`config.mk`:
```
export PLATFORM = sky130hd
export DESIGN_NAME = pwm_multi_ch
export DESIGN_NICKNAME = d
export VERILOG_FILES = /design/src/rtl/pwm_pkg.sv /design/src/rtl/pwm_multi_ch_btn_debounce.sv /design/src/rtl/pwm_multi_ch.sv
export SDC_FILE = /design/constraint.sdc
export NUM_CORES = 1
export LEC_CHECK = 0
export BUFFER_PORTS_ARGS = -buffer_cell sky130_fd_sc_hd__buf_4
export CORE_MARGIN = 10
export CORE_UTILIZATION = 63
export CTS_CLUSTER_DIAMETER = 200
export DETAILED_ROUTE_END_ITERATION = 10
export GPL_TIMING_DRIVEN = 0
export HOLD_SLACK_MARGIN = 0.08
export PLACE_DENSITY = 0.79
export SYNTH_ARGS = -nofsm -noshare
export SYNTH_HDL_FRONTEND = slang
export SYNTH_SLANG_ARGS = --single-unit
export TNS_END_PERCENT = 30
```
`constraint.sdc`:
```
create_clock -name clk -period 4.6 [get_ports clk]
set_input_delay 1.38 -clock clk [delete_from_list [all_inputs] [get_ports clk]]
set_output_delay 1.38 -clock clk [all_outputs]
set_load 0.005 [all_outputs]
```
`src/rtl/pwm_pkg.sv`:
```
// Shared types and helpers for the multi-channel PWM block.
package pwm_pkg;

  typedef enum logic {
    PWM_EDGE   = 1'b0,
    PWM_CENTER = 1'b1
  } pwm_mode_e;

  function automatic int cnt_max(input int w);
    return (1 << w) - 1;
  endfunction

endpackage

```
`src/rtl/pwm_multi_ch_btn_debounce.sv`:
```
// Push-button conditioner: 2-flop synchroniser, level debounce and press pulse.
module btn_debounce #(
  parameter int DBNC_CNT_MAX = 1000
) (
  input  logic clk,
  input  logic rst,
  input  logic btn_raw,
  output logic btn_stable,
  output logic btn_press
);

  localparam int CW = $clog2(DBNC_CNT_MAX + 1);

  logic          sync_p0;
  logic          sync_p1;
  logic [CW-1:0] cnt;

  always_ff @(posedge clk or posedge rst) begin
    if (rst) begin
      sync_p0    <= 1'b0;
      sync_p1    <= 1'b0;
      cnt        <= '0;
      btn_stable <= 1'b0;
      btn_press  <= 1'b0;
    end else begin
      sync_p0   <= btn_raw;
      sync_p1   <= sync_p0;
      btn_press <= 1'b0;
      if (sync_p1 != btn_stable) begin
        if (cnt == CW'(DBNC_CNT_MAX - 1)) begin
          btn_stable <= sync_p1;
          btn_press  <= sync_p1;
          cnt        <= '0;
        end else begin
          cnt <= cnt + 1'b1;
        end
      end else begin
        cnt <= '0;
      end
    end
  end

endmodule

```
`src/rtl/pwm_multi_ch.sv`:
```
// NUM_CH PWM outputs from one shared carrier, edge- or centre-aligned, with
// button-driven, double-buffered duty control applied at period boundaries.
module pwm_multi_ch
  import pwm_pkg::*;
#(
  parameter int NUM_CH       = 4,
  parameter int CNT_W        = 8,
  parameter int DBNC_CNT_MAX = 1000,
  parameter int DUTY_STEP    = 16,
  parameter int DUTY_RST     = 128
) (
  input  logic                      clk,
  input  logic                      rst,
  input  logic                      incr_duty,
  input  logic                      decr_duty,
  input  logic                      ch_sel,
  input  logic                      center_mode,
  output logic [NUM_CH-1:0]         PWM_OUT,
  output logic [$clog2(NUM_CH)-1:0] sel_ch,
  output logic [CNT_W-1:0]          DUTY_CYCLE,
  output logic                      period_start
);

  localparam int SEL_W = $clog2(NUM_CH);

  typedef logic [CNT_W-1:0] duty_t;

  localparam duty_t MAX  = duty_t'(cnt_max(CNT_W));
  localparam duty_t DRST = duty_t'(DUTY_RST);

  function automatic duty_t sat_incr(input duty_t d);
    logic [CNT_W:0] s;
    s = {1'b0, d} + (CNT_W + 1)'(DUTY_STEP);
    return (s > {1'b0, MAX}) ? MAX : s[CNT_W-1:0];
  endfunction

  function automatic duty_t sat_decr(input duty_t d);
    logic [CNT_W:0] s;
    s = {1'b0, d} - (CNT_W + 1)'(DUTY_STEP);
    return s[CNT_W] ? '0 : s[CNT_W-1:0];
  endfunction

  logic [2:0] btn_level_unused;
  logic       incr_press;
  logic       decr_press;
  logic       sel_press;

  btn_debounce #(.DBNC_CNT_MAX(DBNC_CNT_MAX)) u_dbnc_incr (
    .clk(clk), .rst(rst), .btn_raw(incr_duty),
    .btn_stable(btn_level_unused[0]), .btn_press(incr_press)
  );

  btn_debounce #(.DBNC_CNT_MAX(DBNC_CNT_MAX)) u_dbnc_decr (
    .clk(clk), .rst(rst), .btn_raw(decr_duty),
    .btn_stable(btn_level_unused[1]), .btn_press(decr_press)
  );

  btn_debounce #(.DBNC_CNT_MAX(DBNC_CNT_MAX)) u_dbnc_sel (
    .clk(clk), .rst(rst), .btn_raw(ch_sel),
    .btn_stable(btn_level_unused[2]), .btn_press(sel_press)
  );

  duty_t     duty_req [NUM_CH];
  duty_t     duty_act [NUM_CH];
  duty_t     cnt;
  duty_t     cnt_nxt;
  logic      dir_down;
  logic      dir_nxt;
  pwm_mode_e mode_act;
  pwm_mode_e mode_nxt;
  logic      bnd;

  // Shadow duty registers and channel selection
  always_ff @(posedge clk or posedge rst) begin
    if (rst) begin
      sel_ch <= '0;
      for (int i = 0; i < NUM_CH; i++) duty_req[i] <= DRST;
    end else begin
      for (int i = 0; i < NUM_CH; i++) begin
        if (SEL_W'(i) == sel_ch && (incr_press ^ decr_press))
          duty_req[i] <= incr_press ? sat_incr(duty_req[i]) : sat_decr(duty_req[i]);
      end
      if (sel_press)
        sel_ch <= (sel_ch == SEL_W'(NUM_CH - 1)) ? '0 : sel_ch + 1'b1;
    end
  end

  assign DUTY_CYCLE = duty_req[sel_ch];

  // Carrier: a boundary is cnt==0 while counting up, in either mode
  assign bnd = (cnt == '0) && !dir_down;

  always_comb begin
    cnt_nxt  = cnt + 1'b1;
    dir_nxt  = dir_down;
    mode_nxt = mode_act;
    if (bnd) begin
      mode_nxt = center_mode ? PWM_CENTER : PWM_EDGE;
    end else if (mode_act == PWM_CENTER) begin
      if (dir_down) begin
        cnt_nxt = cnt - 1'b1;
        if (cnt == duty_t'(1)) dir_nxt = 1'b0;
      end else if (cnt == MAX) begin
        cnt_nxt = MAX - 1'b1;
        dir_nxt = 1'b1;
      end
    end
  end

  always_ff @(posedge clk or posedge rst) begin
    if (rst) begin
      cnt          <= '0;
      dir_down     <= 1'b0;
      mode_act     <= PWM_EDGE;
      period_start <= 1'b0;
      PWM_OUT      <= '0;
      for (int i = 0; i < NUM_CH; i++) duty_act[i] <= DRST;
    end else begin
      cnt          <= cnt_nxt;
      dir_down     <= dir_nxt;
      mode_act     <= mode_nxt;
      period_start <= (cnt_nxt == '0) && !dir_nxt;
      // The boundary cycle already compares against the new duty so the
      // whole new period is uniform.
      for (int i = 0; i < NUM_CH; i++) begin
        if (bnd) duty_act[i] <= duty_req[i];
        PWM_OUT[i] <= cnt < (bnd ? duty_req[i] : duty_act[i]);
      end
    end
  end

endmodule

```
==> reports/metrics.yaml, run 1 <==
ys_dominant_reg_cell: "dfrtp_1"
setup_ws_ns: 1.19
drc: 0
drive_gt1_frac: 0.105
finalClockSkew_ns: 0.0147
clk_pin_slew_ns: 0.11
drv_cap: 0
cts.sinks: 111
wl_met1_microns: 5890
drt_iter0_markers: 452
cts.path.max_buffers: 2
grt_pass1_vias: 4723
grt_max_degree: 62
grt_use_total: 0.185
dr.pass1.iters: 5
die_y_microns: 120
drt-total-wl_microns: 13100
rows: 36
fill_cells: 723
io_buffers: 20
rr_startpoint: "cnt[4]"
min_period_ns: 3.41
cts_resized: 0
period_share: 0.740
ys_warn_count: 0
worstMarginPinSlew_ns: 0.759
setup_viol: 0
hold_violations: 0
p_per_area_nw_per_um2: 238
synth.net_count: 707
synthCells: 650
tritoncts: "yes"
grt_overflow: 0
startpoint: "sel_ch[0]"
ant_nets: 0
die_area_sq_um: 14500
finalMaxSlewViolations: 0
place_hpwl_microns: 9470
synthTopCellsByCount: "dfrtp_1 (103), nor2_1 (56), inv_1 (53)"
ys_ff_latch: 111
min_from: "u_dbnc_incr.sync_p0"
whs_path_depth: 0
r2r_cells: 10
avgRoutedWirePerCell_microns: 16.0
final_nets: 739
met2_length_microns: 6460
status: "complete, no violations"
dr_total_vias: 4892
htreeDepth: 3
core-area_sq_um: 9770
crit_required_ns: 3.22
vdd_drop_max_v: 0.000207
cp-start-kind: "flip-flop"
yosysTopAreaCell: "dfrtp_1"
worstPathMaxFanout: 7
timing.fmax_mhz: 294
clk-insertion-delay-late_ns: 0.36
rsz0062_at_grt: "false"
cts_buffers: 9
whs_ns: 0.360
synthesis.area_sq_um: 6330
async_reset_ff_frac: 1.00
die_w_microns: 120
ys_seq_area_frac: 0.440
critPathArrivalTime_ns: 2.03
cts-root-buf: "clkbuf_8"
hold_path_class: "flip-flop to flip-flop"
synth-edff-count: 0
avgSynthCellArea_sq_um: 9.74
cts_setup_buffers: 0
gp_congestion: 0.903
pre_cts_slack_ns: 1.39
initial_core_util: 0.647
synth_most_common_cell: "dfrtp_1"
synth_cell_types: 62
antenna_found_initial: 0
route.met3.wl_microns: 632
antennaDiodeCount: 0
synth_top_area_share: 0.407
critPathCaptureType: "output pin"
path_class: "flip-flop to output pin"
leakagePower_nw: 3.32
postCtsHoldBufs: 0
max_slew_margin: 0.492
synthTopCellsByArea: "dfrtp_1 (41%), ha_1 (10%), a21oi_1 (3.6%), dfstp_2 (3.3%), nor2_1 (3.3%)"
grt_pass1_wl_microns: 22500
vias_per_cell: 5.97
pin_count: 21
top_layer: "met4"
area_growth_pct: 8.70
==> cell type report <==
class	instances	area (sq um)	share of cell area
Multi-Input combinational cell	457	3200	0.466
Sequential cell	111	2790	0.405
Inverter	53	201	0.0293
Timing Repair Buffer	21	178	0.0258
Tap cell	133	166	0.0242
Clock buffer	10	138	0.0200
Buffer	29	138	0.0200
Clock inverter	6	66.3	0.00964
==> state kept, by name, indices dropped and copies added (netlist names), 2 cells and up <==
signal / flops
duty_act: 32
duty_req: 20
u_dbnc_decr.cnt: 10
u_dbnc_incr.cnt: 10
u_dbnc_sel.cnt: 10
cnt: 8
PWM_OUT: 4
sel_ch: 2
==> metal layers <==
metal	up-vias	global-route usage
met2	155	0.310
met4	0	0.0452
met5	-	0
li1	2363	-
met3	16	0.0363
met1	2358	0.242
==> worst max-delay path, cell delays in order (launching register included) <==
cell and delay, ns:
dfrtp_1 0.43, clkbuf_1 0.33, mux4_2 0.62, buf_4 0.16, buf_4 0.12
==> metrics by stage <==
step                      power (mW)  setup TNS [ns]  area, sq um   util  std cells
after global routing            1.70               0         6880  0.704        820
after CTS                       1.65               0         6880  0.704        820
after floorplan                 1.04               0         6330      -        650
after detailed placement        1.06               0         6680  0.683        804
after global placement          1.05          -84.88         6650  0.680        803
final                           1.63               0         6880  0.704        820
==> cell families (layout without fill, tap and decap cells) <==
family                   Yosys count  in the layout  share of synthesized area
adder cells (fa/ha/maj)           55             55                      0.107
buffers and inverters             82            119                     0.0532
XOR/XNOR                          28             28                     0.0388
multiplexers                      28             28                     0.0556
flip-flops                       111            111                      0.440
AND/OR/NAND/NOR                  214            214                      0.174
AO/OA/AOI/OAI                    132            132                      0.131
==> final timing paths <==
kind,to,slack [ns]
setup / recovery,DUTY_CYCLE[2],1.19
hold / removal,u_dbnc_incr.sync_p1,0.36
setup reg to reg,PWM_OUT[3],1.35
hold reg to reg,u_dbnc_incr.sync_p1,0.36
max in group asynchronous,duty_act[31],2.74
min in group asynchronous,dir_down,1.11
==> where the power goes <==
part / switching [mW] / internal [mW]
sequential: 0.00686 / 0.985
combinational: 0.0305 / 0.0138
clock: 0.326 / 0.271
total: 0.364 / 1.27
==> layout by cell type (no fill, tap or decap), types with 9 or more instances in the layout <==
master	Yosys	final
clkbuf_1	18	18
clkbuf_8	0	10
inv_1	53	52
ha_1	51	51
a21oi_1	46	46
xor2_1	13	13
and3_1	19	19
dfrtp_1	103	103
nand3_1	26	26
mux2i_1	16	16
nor2_1	56	56
nand2_1	45	45
a31oi_1	10	10
nor3_1	12	12
xnor2_1	15	15
nand4_1	9	9
buf_4	5	25
o21ai_0	29	29
Power figures use the tool's default switching activity.
==> run 2, diff against run 1 <==
ABC_AREA = 1   (was default)
clock period = 3.3 ns   (was 4.6 ns; I/O delays follow)
==> run 2 against run 1 <==
Effect of this change: core utilization down 0.74 points; non-clock buffer count decreased by 10; design area up 4.0%; clock power increased by 31%; worst setup slack lost 1.0 ns; first-iteration DRC count shrank 13%; area after synthesis increased by 4.3%; worst hold slack got worse by 0.0011 ns; die area is 3.6% higher; critical path type unchanged; highest routed layer unchanged.
==> reports/metrics.yaml, run 2 <==
status: "complete, no violations"
die_area_sq_um: 15000  # +3.6%
synthTopCellsByArea: "dfrtp_1 (39%), ha_1 (9.7%), nand2_1 (8.1%), inv_1 (6.8%), o21ai_0 (4.3%)"
synthesis.area_sq_um: 6600  # +4.3%
ys_ff_latch: 111  # unchanged
finalMaxSlewViolations: 0  # unchanged
setup_viol: 0  # unchanged
gp_congestion: 0.980  # +8.6%
combPwrFrac: 0.050  # +0.023
seq_area_sq_um: 2790  # unchanged
cts_setup_buffers: 0  # unchanged
area_growth_pct: 8.37
die_y_microns: 122  # +1.8%
io_buffers: 20  # unchanged
whs_ns: 0.359  # -0.00107 ns
hold_violations: 0  # unchanged
layout_common_cells: "nand2_1 (142), inv_1 (119), dfrtp_1 (103)"
drt-total-wl_microns: 13600  # +3.4%
cts.sinks: 111  # unchanged
reg.largest.list: "duty_act x32, duty_req x20"
antennaDiodeCount: 0  # unchanged
avgSynthCellArea_sq_um: 8.17  # -16%
fill_cells: 846  # +17%
pin_count: 21  # unchanged
worstMarginPinSlew_ns: 0.683  # -0.0760 ns
rsz0062_at_grt: "false"
ant_nets: 0  # unchanged
cts_buffers: 9  # unchanged
synth-edff-count: 0  # unchanged
ys_seq_area_frac: 0.422  # -0.0184
dr.pass1.iters: 5  # unchanged
period_share: 0.940
drt_iter0_markers: 392  # -13%
layoutNonFillerInstCount: 982  # +20%
synth_most_common_cell: "nand2_1"
p_per_area_nw_per_um2: 321  # +35%
cp-start-kind: "flip-flop"
place_inst: 966  # +20%
vdd_drop_max_v: 0.000276  # +33%
drive_gt1_frac: 0.139  # +0.0347
async_reset_ff_frac: 1.00  # unchanged
crit_required_ns: 2.31  # -0.91 ns
synthTopCellsByCount: "nand2_1 (142), inv_1 (120), dfrtp_1 (103)"
ys_dominant_reg_cell: "dfrtp_1"
multi_input_area_sq_um: 3190  # -0.55%
p_int_mw: 1.73  # +36%
mostFrequentLayoutCell: "nand2_1"
min_period_ns: 3.10
regMostFlops: "duty_act"
grt_pass1_vias: 5176  # +9.6%
dr_total_vias: 5320  # +8.7%
final_nets: 898  # +22%
finalClockSkew_ns: 0.0164  # +0.00167 ns
initial_core_util: 0.643  # -0.00490
postCtsHoldBufs: 0  # unchanged
rrSetupSlack_ns: 0.66  # -0.69 ns
pwr-share-seq: 0.609  # +0.002
core-area_sq_um: 10300  # +5.1%
yosysTopAreaCell: "dfrtp_1"
rows: 37  # +2.8%
hold_path_class: "flip-flop to flip-flop"
avgRoutedWirePerCell_microns: 13.8  # -14%
critPathCaptureType: "output pin"
die_w_microns: 122  # +1.8%
switching_share: 0.247  # +0.0239
max_slew_margin: 0.544  # +0.0515
p_switching_uw: 567  # +56%
drc: 0  # unchanged
synthCells: 808  # +24%
grt_max_degree: 43  # -31%
tritoncts: "yes"
cts-root-buf: "clkbuf_8"
path_class: "flip-flop to output pin"
cts.path.max_buffers: 2  # unchanged
antenna_found_initial: 0  # unchanged
worstPathMaxFanout: 11  # +4
fin_util: 0.696  # -0.00742
clkPwrFrac: 0.341  # -0.025
totalNegativeSetupSlack_ns: 0  # unchanged
synth_top_area_share: 0.390  # -0.0170
largest_reg_flops: 32  # unchanged
clk-insertion-delay-late_ns: 0.37  # about the same
grt_pass1_wl_microns: 23500  # +4.4%
cts_resized: 0  # unchanged
vias_per_cell: 5.42  # -9.2%
ys_warn_count: 0  # unchanged
leakagePower_nw: 3.68  # +11%
drv_cap: 0  # unchanged
timing.fmax_mhz: 322
place_hpwl_microns: 10300  # +8.5%
synth.net_count: 865  # +22%
synth_cell_types: 42  # -32%
grt_overflow: 0  # unchanged
critPathArrivalTime_ns: 2.11  # +0.08 ns
clk_pin_slew_ns: 0.11  # about the same
htreeDepth: 3  # unchanged
grt_use_total: 0.190  # +0.00472
[run 2: through the flow]
| step | worst slack (ns) | power (mW) | area, sq um |
|---|---|---|---|
| after floorplan | 0.923 | 1.50 | 6610 |
| after global placement | 0.250 | 1.53 | 6930 |
| after detailed placement | 0.651 | 1.54 | 6970 |
| after CTS | 0.218 | 2.32 | 7160 |
| after global routing | 0.0395 | 2.40 | 7160 |
| final | 0.198 | 2.30 | 7160 |
[run 2: cell families after synthesis]
family                   count (synthesis)  share of synthesized area
buffers and inverters                  154                     0.0953
AND/OR/NAND/NOR                        324                      0.226
adder cells (fa/ha/maj)                 51                     0.0966
AO/OA/AOI/OAI                          140                      0.123
XOR/XNOR                                28                     0.0371
flip-flops                             111                      0.422
[run 2: power by group through the flow]
stage	Sequential (mW)	Combinational (mW)	Clock [mW]
finish	1.40	0.115	0.785
global route	1.40	0.135	0.861
CTS	1.40	0.118	0.802
detailed placement	1.43	0.118	0
global placement	1.43	0.107	0
floorplan	1.42	0.0732	0
[run 2: layer usage]
metal  wire length [microns]  global-route usage  share of wire  up-vias
met2                    6840               0.328           0.50      106
li1                        -                   -              -     2664
met1                    6070               0.241           0.45     2535
met5                       0                   0              0        -
met4                     167              0.0574          0.012        0
met3                     495              0.0271          0.036       15
[run 2: critical path: stages (launching register included)]
cell      delay, ns
dfrtp_1        0.52
clkinv_1       0.19
clkbuf_1       0.36
nand2_1        0.10
a21oi_1        0.30
buf_4          0.17
buf_4          0.10
[run 2: layout make-up]
cell class	count	share of cell area
flip-flops and latches	111	0.390
repair buffers	22	0.0266
clock inverters	6	0.00717
inverters	136	0.0722
well taps	136	0.0238
clock buffers	10	0.0192
multi-input cells	543	0.445
plain buffers	18	0.0163
[run 2: worst paths after layout]
path,end,depth (start not counted),start
worst max-delay path,DUTY_CYCLE[1],6,sel_ch[0]
worst min-delay path,u_dbnc_decr.sync_p1,0,u_dbnc_decr.sync_p0
worst min register to register,u_dbnc_decr.sync_p1,0,u_dbnc_decr.sync_p0
worst max register to register,PWM_OUT[3],15,cnt[1]
min in group asynchronous,u_dbnc_incr.cnt[0],2,rst
max in group asynchronous,duty_req[7],3,rst
